===== src/rtl/mole_field.sv =====
// Whack-a-mole round controller: owns the round/gap timer and game FSM, lights a
// random mole pattern per round, scores time-weighted hits and counts misses.
module mole_field #(
  parameter int N_MOLES      = 10,
  parameter int ROUND_CYCLES = 20000000,
  parameter int GAP_CYCLES   = 2000000,
  parameter int ROUNDS       = 16,
  parameter int SCORE_W      = 8
) (
  input  logic               clk,
  input  logic               rst,
  input  logic               start,
  input  logic [N_MOLES-1:0] random,
  input  logic [N_MOLES-1:0] switch,
  output logic [N_MOLES-1:0] moles,
  output logic               hit_valid,
  output logic [SCORE_W-1:0] hit_points,
  output logic [15:0]        total_score,
  output logic [7:0]         miss_count,
  output logic [7:0]         round_num,
  output logic               busy,
  output logic               done,
  output logic [1:0]         state_dbg
);

  localparam int CNT_W  = $clog2(ROUND_CYCLES);
  localparam int GAP_W  = (GAP_CYCLES > 1) ? $clog2(GAP_CYCLES) : 1;
  localparam int TMR_W  = (CNT_W > GAP_W) ? CNT_W : GAP_W;
  localparam int PC_W   = $clog2(N_MOLES + 1);
  localparam int PROD_W = SCORE_W + PC_W;

  typedef enum logic [1:0] {
    S_IDLE = 2'd0,
    S_SHOW = 2'd1,
    S_GAP  = 2'd2,
    S_DONE = 2'd3
  } state_t;

  state_t             state, state_n;
  logic [TMR_W-1:0]   timer, timer_n;
  logic [N_MOLES-1:0] sw_q;
  logic [N_MOLES-1:0] moles_n;
  logic               hit_valid_n;
  logic [SCORE_W-1:0] hit_points_n;
  logic [15:0]        total_n;
  logic [7:0]         miss_n;
  logic [7:0]         round_n;

  logic [N_MOLES-1:0] tog, hits, misses, remaining, pattern;
  logic [SCORE_W-1:0] pts;
  logic [PC_W-1:0]    hit_cnt, miss_cnt, tog_cnt;
  logic [PROD_W-1:0]  prod;
  logic [16:0]        score_sum;
  logic [8:0]         miss_show_sum, miss_gap_sum;
  logic [7:0]         round_inc;

  function automatic logic [PC_W-1:0] popcount(input logic [N_MOLES-1:0] v);
    logic [PC_W-1:0] c;
    c = '0;
    for (int i = 0; i < N_MOLES; i++) c = c + PC_W'(v[i]);
    return c;
  endfunction

  assign state_dbg = state;

  // Either switch edge is a whack; sw_q is reloaded in reset so release is quiet.
  always_comb begin
    tog       = switch ^ sw_q;
    hits      = tog & moles;
    misses    = tog & ~moles;
    remaining = moles & ~hits;
    pattern   = (random == '0) ? N_MOLES'(1) : random;
    pts       = timer[CNT_W-1 -: SCORE_W];
    if (pts == '0) pts = SCORE_W'(1);
    hit_cnt       = popcount(hits);
    miss_cnt      = popcount(misses);
    tog_cnt       = popcount(tog);
    prod          = PROD_W'(pts) * PROD_W'(hit_cnt);
    score_sum     = {1'b0, total_score} + 17'(prod);
    miss_show_sum = {1'b0, miss_count} + 9'(miss_cnt);
    miss_gap_sum  = {1'b0, miss_count} + 9'(tog_cnt);
    round_inc     = round_num + 8'd1;
  end

  always_comb begin
    state_n      = state;
    timer_n      = timer;
    moles_n      = moles;
    hit_valid_n  = 1'b0;
    hit_points_n = '0;
    total_n      = total_score;
    miss_n       = miss_count;
    round_n      = round_num;
    case (state)
      S_IDLE, S_DONE: begin
        moles_n = '0;
        if (start) begin
          total_n = '0;
          miss_n  = '0;
          round_n = '0;
          state_n = S_SHOW;
          moles_n = pattern;
          timer_n = TMR_W'(ROUND_CYCLES - 1);
        end
      end
      S_SHOW: begin
        if (hits != '0) begin
          moles_n      = remaining;
          hit_valid_n  = 1'b1;
          hit_points_n = pts;
          total_n      = score_sum[16] ? 16'hFFFF : score_sum[15:0];
        end
        miss_n = miss_show_sum[8] ? 8'hFF : miss_show_sum[7:0];
        // Clearing the last mole ends the round early, even on the final cycle.
        if (timer == '0 || remaining == '0) begin
          state_n = S_GAP;
          moles_n = '0;
          timer_n = TMR_W'(GAP_CYCLES - 1);
        end else begin
          timer_n = timer - TMR_W'(1);
        end
      end
      S_GAP: begin
        miss_n = miss_gap_sum[8] ? 8'hFF : miss_gap_sum[7:0];
        if (timer == '0) begin
          round_n = round_inc;
          if (round_inc == 8'(ROUNDS)) begin
            state_n = S_DONE;
          end else begin
            state_n = S_SHOW;
            moles_n = pattern;
            timer_n = TMR_W'(ROUND_CYCLES - 1);
          end
        end else begin
          timer_n = timer - TMR_W'(1);
        end
      end
      default: state_n = S_IDLE;
    endcase
  end

  always_ff @(posedge clk) begin
    sw_q <= switch;
    if (!rst) begin
      state       <= S_IDLE;
      timer       <= '0;
      moles       <= '0;
      hit_valid   <= 1'b0;
      hit_points  <= '0;
      total_score <= '0;
      miss_count  <= '0;
      round_num   <= '0;
      busy        <= 1'b0;
      done        <= 1'b0;
    end else begin
      state       <= state_n;
      timer       <= timer_n;
      moles       <= moles_n;
      hit_valid   <= hit_valid_n;
      hit_points  <= hit_points_n;
      total_score <= total_n;
      miss_count  <= miss_n;
      round_num   <= round_n;
      busy        <= (state_n == S_SHOW) || (state_n == S_GAP);
      done        <= (state_n == S_DONE);
    end
  end

endmodule


===== config.mk =====
export PLATFORM = sky130hd
export DESIGN_NAME = mole_field
export DESIGN_NICKNAME = d
export VERILOG_FILES = /design/src/rtl/mole_field.sv
export SDC_FILE = /design/constraint.sdc
export NUM_CORES = 1
export LEC_CHECK = 0
export CORE_MARGIN = 2
export CORE_UTILIZATION = 23
export DETAILED_ROUTE_END_ITERATION = 8
export PLACE_DENSITY = 0.42
export SYNTH_ARGS = -nofsm -noshare
export SYNTH_HDL_FRONTEND = slang
export SYNTH_SLANG_ARGS = --single-unit

===== constraint.sdc =====
create_clock -name clk -period 26.9 [get_ports clk]
set_clock_uncertainty 0.1 [all_clocks]
set_input_delay 8.07 -clock clk [delete_from_list [all_inputs] [get_ports clk]]
set_output_delay 8.07 -clock clk [all_outputs]
set_load 0.005 [all_outputs]

After elaboration in Yosys (flattened, before gate mapping)
Index checks and enable logic that the tools add are counted.

Word-level logic and storage cells: 109. Register bits: 90. Bits of input ports: 23. RAM bits: 0. Memory bits (read-only): 0. Latch bits: 0. Memories kept: 0.

Magnitude comparators: 0. Multiplexer cells: 29. Reductions and logical operators: 17. Divide/modulo/power cells: 0. Shift-type cells: 0. Add/subtract/negate cells: 32. Eq/ne operators: 13. $mul: 1. Bitwise logic cells: 6.

Operator list (count): two-way mux 25 bit (4); one-hot mux 25 bit (3 select lines) (1); adder 4 x 1 -> 4 bit (18); two-way mux 10 bit (6); two-way mux 16 bit (3); two-way mux 8 bit (5); one-hot mux 16 bit (2 select lines) (1); AND 10 bit (3); one-hot mux 10 bit (3 select lines) (1); logical NOT 25 bit (1); subtractor 25 x 1 -> 25 bit, second input constant (1); one-hot mux 8 bit (3 select lines) (1); logical NOT 10 bit (2); inverter 10 bit (2); adder 8 x 4 -> 9 bit (2); adder 16 x 12 -> 17 bit (1); one-hot mux 8 bit (2 select lines) (1); adder 3 x 1 -> 4 bit (3); multiplier 8 x 4 -> 12 bit (1); AND reduction 3 bit (4); nonzero test 10 bit (1); bitwise XOR 10 bit (1); adder 2 x 1 -> 3 bit (3); adder 8 x 1 -> 8 bit, second input constant (1); other kinds (15) (31).

Longest topological paths before layout
Gate-level depths: netlist of the first run.

Depth after elaboration: 16. Mapped depth: 28.

Worst setup path after synthesis of the first run
OpenSTA, ideal clock, no wires.

Path kind: input to register. From: input switch[0]. To: register total_score[13]. Data arrival time: 14.628 ns. Data required time: 26.725 ns. Library setup time: 0.075 ns. Path slack: 12.097 ns. Stages: 25. Cells stage by stage: xnor2_1 -> nor2b_1 -> fa_1 -> inv_1 -> fa_1 -> fa_1 -> inv_1 -> ha_1 -> fa_1 -> xor2_1 -> inv_1 -> nor2_1 -> fa_1 -> fa_1 -> inv_1 -> fa_1 -> inv_1 -> ha_1 -> or3_1 -> o21bai_1 -> a21o_1 -> a221o_1 -> a31o_2 -> o21ba_2 -> o22ai_1.

Word-level cells in the longest chain between the ends: 16.

RTL lines: from (decl) (RTL line 14) `input logic [N_MOLES-1:0] switch,`; bitwise XOR 10 bit * (RTL line 68) `tog = switch ^ sw_q;`; AND 10 bit * (RTL line 69) `hits = tog & moles;`; adder 1 x 1 -> 2 bit (RTL line 60) `for (int i = 0; i < N_MOLES; i++) c = c + PC_W'(v[i]);`; adder 2 x 1 -> 3 bit (RTL line 60); adder 3 x 1 -> 4 bit (RTL line 60); adder 4 x 1 -> 4 bit (6 in series) (RTL line 60); multiplier 8 x 4 -> 12 bit (RTL line 78) `prod = PROD_W'(pts) * PROD_W'(hit_cnt);`; adder 16 x 12 -> 17 bit (RTL line 79) `score_sum = {1'b0, total_score} + 17'(prod);`; two-way mux 16 bit (RTL line 111) `total_n = score_sum[16] ? 16'hFFFF : score_sum[15:0];`; two-way mux 16 bit (RTL line 107) `if (hits != '0) begin`; one-hot mux 16 bit (2 select lines) (RTL line 94) `case (state)`; to (signal assigned) (RTL line 161) `total_score <= total_n;`; to (decl) (RTL line 18) `output logic [15:0] total_score,`.

Mark *: on every way between the ends. The rest lies on a longest branch, timed or not. The select of a mux whose other input is x is not followed. A chain may end at the register's enable or synchronous reset.

Worst setup path after layout of the first run
From: input switch[9]. To: register total_score[15].

Word-level cells in the longest chain between the ends: 8.

RTL lines (RTL line): bitwise XOR 10 bit * (68); AND 10 bit * (69); adder 4 x 1 -> 4 bit (60); multiplier 8 x 4 -> 12 bit (78); adder 16 x 12 -> 17 bit (79); two-way mux 16 bit (111); two-way mux 16 bit (107); one-hot mux 16 bit (2 select lines) (94).

Marked as above.

==> flow_summary.toml, run 1 <==
[yosys]
syn_inst = 833
ys.flop_type = "dfxtp_1"
async_reset_ff_share_pct = 0
synth_common_cells = "inv_1 (94), dfxtp_1 (90), nand2_1 (83), nor2_1 (68), a21oi_1 (59)"
yosysTopAreaCell = "dfxtp_1"
synth_seq_area_share_pct = 26.8
synthTopCellsByArea = "dfxtp_1 (27%), fa_1 (12%), ha_1 (7.6%), inv_1 (5.2%), nand2_1 (4.6%)"
ys_warn_count = 0
ys_seq_elements = 90
synth.avg_cell_area_um2 = 8.08
synth_top_area_share_pct = 26.8
synth_most_common_cell = "inv_1"
syn_area_mm2 = 0.00673
ys_types = 67
synth_edf_count = 0
syn_nets = 938

[worst_setup_path]
reg2reg_from = "sw_q[0]"
cp_max_fo = 14
cp-start-kind = "primary input"
crit_type = "primary input to flop"
arrival_ns = 15.82
worstPathRequired_ns = 27.08
end_kind = "flop"
startpoint = "switch[9]"

[outcome]
run_status = "complete, no violations"

[global_routing]
grt_pass1_wl_um = 32500
track_usage_pct = 13.3
antenna_found_initial = 0
grt_pass1_vias = 5953
grt_overflow = 0
grt_start_max_net_pins = 26

[clock_network]
clock-sinks = 90
path_clk_slew_ns = 0.07
cts_resized = 0
worst_skew_pair.late_latency_ns = 0.35
cts_tree = "built"
cts_setup_buffers = 0
clock_path_buffers = 2
cts-root-buf = "clkbuf_16"
postCtsHoldBufs = 0
htree_levels = 3
numCtsBuffers = 9

[placed_design]
place_hpwl_um = 15300
gp_congestion = 0.798
portBuffers = 77
dp_cells = 1268
pre_cts_slack_ns = 10.78

[timing]
slew_violations = 0
fin_ws_ns = 11.25
rsz0062_at_grt = "no"
min_period_ns = 15.65
setup_viol = 0
slew_headroom_pct = 24.5
fmax_mhz = 63.9
worst_pin_slew_ns = 1.13
fin_crit_sh_pct = 58.2
final-hold-violation-count = 0
setup_tns_ns = 0

[detailed_routing]
vias = 5957
wl_per_cell_um = 15.5
drt_pass1_iterations = 5
drtIter0Drc = 286
avgViaCountPerCell = 4.64
drt_drc_violations_left = 0
wl_um = 19900
ant_nets = 0

[floorplanning]
std_cell_rows = 62
fp.dieArea_mm2 = 0.0306
die_h_um = 175
fp.coreArea_mm2 = 0.0288
die_w_um = 175
pin_count = 78
start_util_pct = 23.4

[final_layout]
nNetsFinal = 1000
area_delta_synth_final_pct = 21.5
fillCellCount = 3101
antennaDiodeCount = 0
final_cells = 1283
drive_gt1_share_pct = 4.12

[power_and_ir_drop]
p_comb_share_pct = 53.0
switching_share_pct = 44.3
p_switching_uw = 299
p_leak_uw = 0.00338
pwr_density_cell_mw_per_mm2 = 82.5
internal_power_uw = 375
pwr-share-seq_pct = 26.9
peakVddDrop_v = 0.0000334
clkPwrFrac_pct = 20.1
power_uw = 675

[worst_hold_path]
hp-class = "flop to flop"
holdCritStartpoint = "total_score[6]"

[job]
maxCapViolCount = 0
## flip-flops by register name, summed over array words and instances (netlist names)
signal and count:
busy 1, miss_count 8, moles 10, total_score 16, timer 25, sw_q 10, hit_points 8, hit_valid 1
done 1, state_dbg 2, round_num 8
## layout make-up
cell class | instances | area, um2 | area share (%)
well taps | 384 | 480 | 5.88
clock buffers | 13 | 270 | 3.31
multi-input cells | 621 | 4450 | 54.4
flip-flops and latches | 90 | 1800 | 22.0
inverters | 94 | 353 | 4.32
repair buffers | 79 | 786 | 9.61
clock inverters | 2 | 35.0 | 0.429
## cells in the final DEF, fill, tap and decap left out, types with 6 or more instances in the layout
cell type         n
dfxtp_1          90
xnor2_1          15
nor3_1           21
and3_1            6
nor2_1           68
inv_1            94
clkdlybuf4s50_1  77
nand3_1          14
ha_1             41
o21a_1            8
a311oi_1          8
a21oi_1          59
a31oi_1          12
a21o_1           13
nand2_1          83
clkbuf_16         9
nor2b_1          13
fa_1             41
xor2_1           14
o22ai_1          10
o211ai_1          8
o21ai_0          51
and2_1           37
nor4_1            8
o221a_2           8
nand2b_1          9
## critical path: stages
cell and delay [ns]:
clkdlybuf4s50_1 0.48, xor2_1 0.39, nand2_1 0.19, fa_1 0.58
fa_1 0.43, fa_1 0.51, inv_1 0.04, ha_1 0.20
fa_1 0.38, xor2_1 0.48, and2_1 0.23, fa_1 0.44
fa_1 0.54, inv_1 0.05, fa_1 0.49, inv_1 0.04
ha_1 0.35, a21oi_1 0.09, o22ai_1 0.28, o211ai_1 0.16
a21o_1 0.23, a21oi_1 0.89, nor2_1 0.12, o21ai_0 0.17
## power by group through the flow
stage          Clock (uW)  Sequential (uW)  Combinational (uW)
2_1_floorplan           0              173                 260
3_3_place_gp            0              185                 362
3_5_place_dp            0              184                 360
4_1_cts               142              181                 361
5_1_grt               146              186                 407
6_report              136              181                 358
## per-stage QoR
| stage | utilization [%] | cell area (um2) | hold slack [ns] |
|---|---|---|---|
| 2_1_floorplan | - | 6730 | 0.357 |
| 3_3_place_gp | 27.3 | 7870 | 0.367 |
| 3_5_place_dp | 27.3 | 7870 | 0.376 |
| 4_1_cts | 28.4 | 8170 | 0.390 |
| 5_1_grt | 28.4 | 8170 | 0.412 |
| 6_report | 28.4 | 8170 | 0.388 |
## kinds of logic (layout without fill, tap and decap cells)
| family | Yosys count | count (layout) | share of synthesized area, % |
|---|---|---|---|
| simple gates | 290 | 290 | 21.4 |
| compound gates | 220 | 220 | 21.1 |
| fa+ha+maj | 82 | 82 | 19.8 |
| buf+inv | 122 | 188 | 7.12 |
| flops | 90 | 90 | 26.8 |
| xor+xnor | 29 | 29 | 3.77 |
## final timing paths
| check | to | slack [ns] | cells past startpoint |
|---|---|---|---|
| max | total_score[15] | 11.25 | 24 |
| min | total_score[6] | 0.39 | 2 |
| max reg2reg | total_score[15] | 19.10 | 24 |
| min reg2reg | total_score[6] | 0.39 | 2 |
## layer usage
metal / global-route usage, % / vias to the layer above / part of all wire [%]
met5: 0 / - / 0
met4: 2.92 / 0 / 1.0
met3: 2.31 / 13 / 3.2
met2: 22.4 / 102 / 47
met1: 17.8 / 2848 / 49
li1: - / 2994 / -
(Power assumes the default switching activity.)
==> run 2, diff against run 1 <==
Clock period 26.9 ns to 15.9 ns, I/O delays scaled along.
==> run 2 against run 1 <==
Effect of this change:
- global-route usage barely moved
- critical path type unchanged
- routed wire length increased by 0.10%
- critical path depth unchanged
- highest routed layer unchanged
==> flow_summary.toml, run 2 (synthesis results as in run 1) <==
[power_and_ir_drop]
clkPwrFrac_pct = 20.3
pwr_density_cell_mw_per_mm2 = 140
internal_power_uw = 625
switching_share_pct = 45.3
p_comb_share_pct = 52.9
p_switching_uw = 519
pwr-share-seq_pct = 26.8
peakVddDrop_v = 0.0000650
p_leak_uw = 0.00337

[floorplanning]
pin_count = 78
die_h_um = 175
fp.dieArea_mm2 = 0.0306
die_w_um = 175
start_util_pct = 23.4
std_cell_rows = 62
fp.coreArea_mm2 = 0.0288

[detailed_routing]
drt_drc_violations_left = 0
drtIter0Drc = 270
wl_per_cell_um = 15.5
wl_um = 19900
drt_pass1_iterations = 4
ant_nets = 0
vias = 5939
avgViaCountPerCell = 4.63

[timing]
final-hold-violation-count = 0
min_period_ns = 12.30
slew_headroom_pct = 23.5
setup_viol = 0
slew_violations = 0
fmax_mhz = 81.3
worst_pin_slew_ns = 1.15
hold_slack_ns = 0.383
fin_crit_sh_pct = 77.3
rsz0062_at_grt = "no"
fin_ws_ns = 3.60
setup_tns_ns = 0

[job]
maxCapViolCount = 0

[outcome]
run_status = "complete, no violations"

[final_layout]
largest_register = "timer"
drive_gt1_share_pct = 4.33
fillCellCount = 3089
nNetsFinal = 1000
mostFrequentLayoutCells = "inv_1 (94), dfxtp_1 (90), nand2_1 (83)"
largest_reg_flops = 25
ff_latch_area_mm2 = 0.00180
area_delta_synth_final_pct = 21.5
final_common_cell = "inv_1"
top_regs = "timer: 25 flops, total_score: 16 flops"
multi_input_area_mm2 = 0.00445
antennaDiodeCount = 0

[clock_network]
path_clk_slew_ns = 0.07
worst_skew_pair.late_latency_ns = 0.36
cts_resized = 0
clock-sinks = 90
clock_path_buffers = 2
numCtsBuffers = 9
cts_tree = "built"
cts_setup_buffers = 0
cts-root-buf = "clkbuf_16"
htree_levels = 3
postCtsHoldBufs = 0

[global_routing]
grt_start_max_net_pins = 26
grt_pass1_vias = 6035
grt_pass1_wl_um = 32700
grt_overflow = 0
track_usage_pct = 13.3
antenna_found_initial = 0

[placed_design]
gp_congestion = 0.798
place_hpwl_um = 15300
portBuffers = 77
pre_cts_slack_ns = 3.15

[worst_setup_path]
reg2reg_from = "sw_q[0]"
arrival_ns = 12.48
crit_type = "primary input to flop"
worstPathRequired_ns = 16.08
startpoint = "switch[9]"
end_kind = "flop"
cp-start-kind = "primary input"
cp_max_fo = 14

[worst_hold_path]
hp-class = "flop to flop"
holdCritStartpoint = "total_score[11]"
==> run 2: changes by cell type in the layout (fill, tap and decap cells not counted) <==
cell / change
clkbuf_1: -1
clkbuf_8: -3
clkinv_4: +2
clkinvlp_4: +2
inv_8: +1
==> run 2: cell type report <==
cell class | instances | area share (%)
multi-input combinational | 621 | 54.4
tap | 384 | 5.88
timing repair buffer | 79 | 9.61
clock buffer | 9 | 2.76
clock inverter | 7 | 0.964
sequential | 90 | 22.0
inverter | 94 | 4.32
==> run 2: routing by layer <==
metal	track usage [%]	share of wire [%]
met4	3.09	1.2
met3	2.24	2.9
met5	0	0
met2	22.5	47
met1	17.6	49
==> run 2: critical path, stage by stage <==
cell	delay, ns
clkdlybuf4s50_1	0.48
xor2_1	0.40
nand2_1	0.19
fa_1	0.58
fa_1	0.43
fa_1	0.51
inv_1	0.04
ha_1	0.19
fa_1	0.39
xor2_1	0.44
and2_1	0.22
fa_1	0.44
fa_1	0.54
inv_1	0.05
fa_1	0.49
inv_1	0.04
ha_1	0.36
a21oi_1	0.09
o22ai_1	0.27
o211ai_1	0.16
a21o_1	0.22
a21oi_1	0.90
nor2_1	0.10
o21ai_0	0.17
==> run 2: path summary, 6_finish.rpt <==
path	to	slack (ns)	cells after the start
max	total_score[10]	3.60	24
min	total_score[11]	0.38	2
max reg2reg	total_score[10]	8.14	24
min reg2reg	total_score[11]	0.38	2
==> run 2: power groups by stage <==
stage / clock network (uW) / registers (uW) / logic [uW]
5_1_grt: 246 / 314 / 689
6_report: 233 / 307 / 605
2_1_floorplan: 0 / 293 / 439
4_1_cts: 239 / 307 / 613
3_3_place_gp: 0 / 312 / 612
3_5_place_dp: 0 / 312 / 609
==> run 2: per-stage QoR <==
stage	instances	cell area (um2)	power, uW	util (%)
2_1_floorplan	833	6730	732	-
3_3_place_gp	1268	7870	924	27.3
3_5_place_dp	1268	7870	921	27.3
4_1_cts	1284	8170	1160	28.4
5_1_grt	1284	8170	1250	28.4
6_report	1284	8170	1140	28.4
